[src/rtl/livelock_watchdog.sv]
// rtl/livelock_watchdog.sv - livelock detector: change-without-progress and period-2 oscillation
module livelock_watchdog #(
   parameter int WIDTH   = 3,
   parameter int LIMIT   = 16,
   parameter int OSC_MIN = 4,
   parameter int CW      = 16
) (
   input  logic             clk,
   input  logic             rst,
   input  logic             en,
   input  logic             clear,
   input  logic             progress,
   input  logic [WIDTH-1:0] sig,
   output logic             armed,
   output logic             trip,
   output logic [1:0]       trip_cause,
   output logic [WIDTH-1:0] snap,
   output logic [CW-1:0]    cyc_count
);

   // Counters only need to reach their trip thresholds, never beyond.
   localparam int CCW = $clog2(LIMIT + 1);
   localparam int OCW = $clog2(OSC_MIN + 1);

   typedef enum logic [1:0] {
      ST_IDLE    = 2'd0,
      ST_ARMED   = 2'd1,
      ST_TRIPPED = 2'd2
   } state_t;

   state_t           state_q, state_d;
   logic [WIDTH-1:0] prev1_q, prev1_d;
   logic [WIDTH-1:0] prev2_q, prev2_d;
   logic [CCW-1:0]   chg_cnt_q, chg_cnt_d;
   logic [OCW-1:0]   osc_cnt_q, osc_cnt_d;
   logic             trip_q, trip_d;
   logic [1:0]       cause_q, cause_d;
   logic [WIDTH-1:0] snap_q, snap_d;
   logic [CW-1:0]    cyc_q, cyc_d;

   logic             chg;
   logic             osc2;
   logic [CCW-1:0]   chg_inc;
   logic [OCW-1:0]   osc_inc;
   logic             hit_c;
   logic             hit_o;

   // Next-state and per-sample detection; clear wins over any same-cycle trip.
   always_comb begin
      state_d   = state_q;
      prev1_d   = prev1_q;
      prev2_d   = prev2_q;
      chg_cnt_d = chg_cnt_q;
      osc_cnt_d = osc_cnt_q;
      trip_d    = trip_q;
      cause_d   = cause_q;
      snap_d    = snap_q;
      cyc_d     = cyc_q;

      chg     = (sig != prev1_q);
      osc2    = chg && (sig == prev2_q);
      chg_inc = chg_cnt_q + CCW'(1);
      osc_inc = osc_cnt_q + OCW'(1);
      hit_c   = !progress && chg && (chg_inc == CCW'(LIMIT));
      hit_o   = !progress && osc2 && (osc_inc == OCW'(OSC_MIN));

      case (state_q)
         ST_IDLE: begin
            if (en && !clear) begin
               prev1_d   = sig;
               prev2_d   = sig;
               chg_cnt_d = '0;
               osc_cnt_d = '0;
               cyc_d     = '0;
               state_d   = ST_ARMED;
            end
         end
         ST_ARMED: begin
            if (clear) begin
               state_d   = ST_IDLE;
               prev1_d   = '0;
               prev2_d   = '0;
               chg_cnt_d = '0;
               osc_cnt_d = '0;
               trip_d    = 1'b0;
               cause_d   = 2'b00;
               snap_d    = '0;
               cyc_d     = '0;
            end else if (en) begin
               prev2_d = prev1_q;
               prev1_d = sig;
               cyc_d   = (&cyc_q) ? cyc_q : cyc_q + CW'(1);

               if (progress || !chg) chg_cnt_d = '0;
               else                  chg_cnt_d = chg_inc;

               if (progress || !osc2) osc_cnt_d = '0;
               else                   osc_cnt_d = osc_inc;

               if (hit_c || hit_o) begin
                  state_d = ST_TRIPPED;
                  trip_d  = 1'b1;
                  cause_d = {hit_o, hit_c};
                  snap_d  = sig;
               end
            end
         end
         ST_TRIPPED: begin
            if (clear) begin
               state_d   = ST_IDLE;
               prev1_d   = '0;
               prev2_d   = '0;
               chg_cnt_d = '0;
               osc_cnt_d = '0;
               trip_d    = 1'b0;
               cause_d   = 2'b00;
               snap_d    = '0;
               cyc_d     = '0;
            end
         end
         default: begin
            state_d = ST_IDLE;
         end
      endcase
   end

   // State and output registers with synchronous reset.
   always_ff @(posedge clk) begin
      if (rst) begin
         state_q   <= ST_IDLE;
         prev1_q   <= '0;
         prev2_q   <= '0;
         chg_cnt_q <= '0;
         osc_cnt_q <= '0;
         trip_q    <= 1'b0;
         cause_q   <= 2'b00;
         snap_q    <= '0;
         cyc_q     <= '0;
      end else begin
         state_q   <= state_d;
         prev1_q   <= prev1_d;
         prev2_q   <= prev2_d;
         chg_cnt_q <= chg_cnt_d;
         osc_cnt_q <= osc_cnt_d;
         trip_q    <= trip_d;
         cause_q   <= cause_d;
         snap_q    <= snap_d;
         cyc_q     <= cyc_d;
      end
   end

   assign armed      = (state_q == ST_ARMED);
   assign trip       = trip_q;
   assign trip_cause = cause_q;
   assign snap       = snap_q;
   assign cyc_count  = cyc_q;

endmodule

[config.mk]
export PLATFORM = sky130hd
export DESIGN_NAME = livelock_watchdog
export DESIGN_NICKNAME = d
export VERILOG_FILES = /design/src/rtl/livelock_watchdog.sv
export SDC_FILE = /design/constraint.sdc
export NUM_CORES = 1
export LEC_CHECK = 0
export BUFFER_PORTS_ARGS = -buffer_cell sky130_fd_sc_hd__buf_2
export CAP_MARGIN = 10
export CORE_MARGIN = 2
export CORE_UTILIZATION = 57
export CTS_BUF_LIST = sky130_fd_sc_hd__clkbuf_8
export CTS_CLUSTER_DIAMETER = 150
export DETAILED_ROUTE_END_ITERATION = 8
export PLACE_DENSITY = 0.82
export SLEW_MARGIN = 10
export SYNTH_ARGS = -nofsm -noshare
export SYNTH_HDL_FRONTEND = slang
export SYNTH_SLANG_ARGS = --single-unit
[constraint.sdc]
create_clock -name clk -period 2.8 [get_ports clk]
set_clock_uncertainty 0.2 [all_clocks]
set_input_delay 0.84 -clock clk [delete_from_list [all_inputs] [get_ports clk]]
set_output_delay 0.84 -clock clk [all_outputs]
set_load 0.03 [all_outputs]
# Word-level counts from Yosys, hierarchy flattened
# Index checks and enable logic that the tools add are counted.
[word_totals] reg_bits=38 input_bits=8 elab_cells=88
[op_classes] n_addsub=3 eq_ne=11 n_mux=44 reduce_logical=21
[ops] cell="two-way mux 16 bit" n=5
[ops] cell="case mux 16 bit (3 select lines)" n=1
[ops] cell="two-way mux 3 bit" n=13
[ops] cell="case mux 3 bit (3 select lines)" n=3
[ops] cell="two-way mux 5 bit" n=5
[ops] cell="adder 16 x 1 -> 16 bit (second input constant)" n=1
[ops] cell="two-way mux 2 bit" n=8
[ops] cell="AND reduction 16 bit" n=1
[ops] cell="case mux 5 bit (3 select lines)" n=1
[ops] cell="AND reduction 4 bit" n=3
[ops] cell="logical AND 1 bit" n=6
[ops] cell="!= test 3 bit (second input constant)" n=2
[ops] cell="case mux 2 bit (3 select lines)" n=1
[ops] cell="case mux 3 bit (2 select lines)" n=1
[ops] cell="adder 5 x 1 -> 5 bit (second input constant)" n=1
[ops] cell="== test 5 bit (second input constant)" n=1
[ops] cell="AND reduction 5 bit" n=1
[ops] cell="logical NOT 1 bit" n=4
[ops] cell="two-way mux 1 bit" n=4
[ops] cell="!= test 2 bit (second input constant)" n=2
[ops] cell="case mux 2 bit (2 select lines)" n=1
[ops] cell="adder 3 x 1 -> 3 bit (second input constant)" n=1
[ops] cell="== test 3 bit" n=1
[ops] cell="== test 3 bit (second input constant)" n=1
[ops] cell="other kinds (9)" n=11

# Depth between registers and ports, before layout
[depth] ltp_word=9 ltp_mapped=9 mapped_depth_nobuf=7

# Worst setup path before layout
# OpenSTA, ideal clock, no wires.
[synth_timing] kind="input to register" from="input sig[0]" to="register trip_q (netlist: trip)" setup_time_ns=0.121 t_arrival_ns=2.081 t_required_ns=2.479 setup_slack_ns=0.398 stages=6 cell_sequence="xor2_1 -> nor4b_2 -> a32o_1 -> a31o_1 -> buf_6 -> mux2_4"
[synth_between] elab_chain_len=7 word_cells_on_any_way=10 classes_between="eq/ne (3); reduce/logical (7)"
[synth_lines] element="start, declared" line="13" text="input logic [WIDTH-1:0] sig,"
[synth_lines] element="!= test 3 bit / == test 3 bit (equally long branches)" line="60, 61"
[synth_lines] element="logical AND 1 bit" line="61" text="osc2 = chg && (sig == prev2_q);"
[synth_lines] element="logical AND 1 bit (2 in a row)" line="65" text="hit_o = !progress && osc2 && (osc_inc == OCW'(OSC_MIN));"
[synth_lines] element="logical OR 1 bit *" line="100" text="if (hit_c || hit_o) begin"
[synth_lines] element="!= test 3 x 2 -> 1 bit (no source line) *"
[synth_lines] element="AND reduction 4 bit (no source line) *"
[synth_lines] element="end signal, assigned" line="145" text="trip_q <= trip_d;"
[synth_lines] element="end, declared" line="36" text="logic trip_q, trip_d;"
# Every way passes the cells marked *; elsewhere a longest branch is shown, timed or not.
# A chain may end at the register's enable or synchronous reset.

# Worst setup path after layout
[layout_timing] from="register state_q[0]" to="register cyc_q[6] (netlist: cyc_count[6])"
[layout_between] elab_chain_len=3 word_cells_on_any_way=10 classes_between="eq/ne (6); mux (1); reduce/logical (3)"
[layout_lines] element="start, declared" line="31" text="state_t state_q, state_d;"
[layout_lines] element="start signal, assigned" line="140" text="state_q <= state_d;"
[layout_lines] element="== test 2 x 1 -> 1 bit (tied with other cells)" line="67" text="case (state_q)"
[layout_lines] element="!= test 3 bit (no source line) (tied with other cells)"
[layout_lines] element="AND reduction 5 bit (no source line)"
[layout_lines] element="end signal, assigned" line="148" text="cyc_q <= cyc_d;"
[layout_lines] element="end, declared" line="39" text="logic [CW-1:0] cyc_q, cyc_d;"
# Several ways; a longest one is shown, not always the timed one.

==> summary.md <==
| Metric | Value |
|---|---|
| DP Cell Count | `about 330` |
| Worst-path fanout max | `15` |
| Layout cells sized above 1 | `0.202` |
| Commonest cells in the synthesized netlist | `dfxtp_1, a21oi_1, nand2_1, o21ai_0` |
| Endpoints failing setup | `0` |
| Row cnt | `22` |
| Total global routing overflow | `0` |
| Syn. warnings | `0` |
| Final std cells w/o fill | `335` |
| Util after Layout | `0.678` |
| Clock-pin slew on the worst setup and hold paths | `80 ps` |
| Vias | `1996` |
| HP Class | `flop to flop` |
| Final nets | `303` |
| Syn Inst Count | `~250` |
| PortBufs | `30` |
| CTS Buf Count | `5` |
| Post-route setup slack | `367 ps` |
| Final ANT Viol Nets | `0` |
| CTS root buf | `clkbuf_8` |
| HPWL Detailed | `3.35 mm` |
| CTS tree | `yes` |
| Largest net degree at the start of global routing | `19` |
| Synth cell types | `50` |
| DRC violations left | `0` |
| Post-synthesis async set-or-reset flop share | `0` |
| Starting Density | `0.585` |
| Die height | `about 65 um` |
| Slew Viols, Final | `0` |
| Worst slew pin tran | `602 ps` |
| DP Worst Slack | `about 140 ps` |
| Routed len/inst | `14.3 um` |
| Post-Syn Nets | `268` |
| Placer congestion estimate | `0.954` |
| CP startpoint kind | `flop` |
| Vias in the first global route | `1815` |
| Largest area contributor in the netlist | `dfxtp_1` |
| Part of the power in registers | `0.434` |
| Drt pass-1 iters | `4` |
| Clk_lat worst skew | `approximately 300 ps` |
| Maximum clock path buffer count | `2` |
| RSZ-0062 raised after global routing | `no` |
| Worst Hold Slack | `263 ps` |
| Routed WL | `roughly 4.8 mm` |
| Ranking of synthesized cells by area | `dfxtp_1, a21oi_1, ha_1` |
| Crit end category | `flop` |
| Sequential share of the synthesized area | `0.361` |
| CTS Hold Bufs | `0` |
| Ys flop type | `dfxtp_1` |
| Synth top area share | `0.361` |
| Fin. Hold Viols | `0` |
| First-pass GRT wire length | `roughly 8.2 mm` |
| Arrival time worst endpoint | `between 2000 and 2500 ps` |
| Via density | `5.96` |
| ANT cells | `0` |
| Max-slew headroom | `0.596` |
| Final Power | `1.36 mW` |
| FF+latch count, synth | `38` |
| Post-Syn Area per Cell | `8.40 um^2` |
| Internal power | `0.941 mW` |
| Switch Pwr | `0.422 mW` |
| Power Density | `about 560 nW/um^2` |
| P&R area growth vs syn | `15.9%` |
| Max-cap viol count | `0` |
| Status | `finished clean` |
| Core region area | `3610 um^2` |
| Initial antenna violation count | `0` |
| Peak VDD IR | `431 uV` |
| Post-Place Cell Area | `2330 um^2` |
| Final period utilization | `0.869` |
| Die area | `between 4000 and 5000 um^2` |
| Sw Share | `0.310` |
| Setup TNS | `0 ps` |
| Post-route design area | `2440 um^2` |
| Max Fclk | `roughly 0.41 GHz` |
| Tmin final | `2430 ps` |
| DR iter-0 viols | `67` |
| CTS H-tree lvls | `2` |
| Syn Std Cell Area | `2110 um^2` |
| Count leader, synth | `dfxtp_1` |
| Worst EP required | `approximately 2800 ps` |
| Clock sinks | `38` |
| Die Width | `64.8 um` |
| Combinational power share | `0.241` |
| PostCTS Resize Cnt | `0` |
| Reg2Reg Setup Slack | `370 ps` |
| Post-synth EDFFs | `0` |
| Post CTS Setup Buffer Count | `0` |
| Total global-route track usage | `0.250` |
| Clock power share | `0.326` |
| WS Path Type | `flop to flop` |
| IO Count | `31` |
| P_leak | `0.944 nW` |
-- metal layers --
metal	vias up	part of all wire	global-route usage
li1	1002	-	-
met1	935	0.46	0.307
met2	53	0.47	0.425
met3	6	0.052	0.0608
met4	0	0.014	0.0878
met5	-	0	0
-- placed cells by master, fill, tap and decap left out, types with 3 or more instances in the layout --
cell,n
nor2_1,11
xnor2_1,4
o31ai_1,5
clkbuf_8,8
o21ai_0,12
buf_4,10
nand4_1,10
xor2_1,3
or3_1,7
nand3_1,11
dfxtp_1,38
and3_1,3
buf_2,30
a21oi_1,25
nand2_1,25
nor2b_1,7
mux2i_1,8
a311oi_1,3
nor4_1,4
and4_1,3
or4_1,5
ha_1,9
inv_1,8
nor3_1,5
-- final timing paths --
check	start	end	cells after the start
min reg2reg	trip_cause[0]	trip_cause[0]	2
max reg2reg	state_q[0]	cyc_count[6]	7
max	state_q[0]	cyc_count[6]	7
min	trip_cause[0]	trip_cause[0]	2
-- final cells by class --
cell class / count / area, um^2
repair buffers: 40 / 225
inverters: 8 / 30.0
clock buffers: 8 / 110
well taps: 48 / 60.1
multi-input cells: 193 / 1260
fillers: 325 / 1160
flip-flops and latches: 38 / 761
-- logic make-up after synthesis --
family / after synthesis / share of synthesized area
AO/OA/AOI/OAI: 63 / 0.194
buffers and inverters: 20 / 0.0427
multiplexers: 9 / 0.0451
AND/OR/NAND/NOR: 105 / 0.275
flip-flops: 38 / 0.361
XOR/XNOR: 7 / 0.0291
adder cells (fa/ha/maj): 9 / 0.0534
-- state kept, by name, indices dropped and copies added (netlist names) --
| signal | cells |
|---|---|
| cyc_count | 16 |
| prev1_q | 3 |
| chg_cnt_q | 5 |
| prev2_q | 3 |
| state_q | 2 |
| trip | 1 |
| snap | 3 |
| osc_cnt_q | 3 |
| trip_cause | 2 |
-- critical path: stages, from the launching register on --
cell     delay (ps)
dfxtp_1         390
inv_1            80
ha_1            300
o21ba_4         250
o22ai_4         230
nand2_2         220
or4_1           550
a21oi_1         150
-- power by group through the flow --
stage / clock [mW] / sequential (mW) / combinational, mW
floorplan: 0 / 0.615 / 0.235
global placement: 0 / 0.602 / 0.322
detailed placement: 0 / 0.604 / 0.326
CTS: 0.452 / 0.591 / 0.328
global route: 0.480 / 0.593 / 0.360
finish: 0.444 / 0.591 / 0.328
Power figures use the tool's default switching activity.
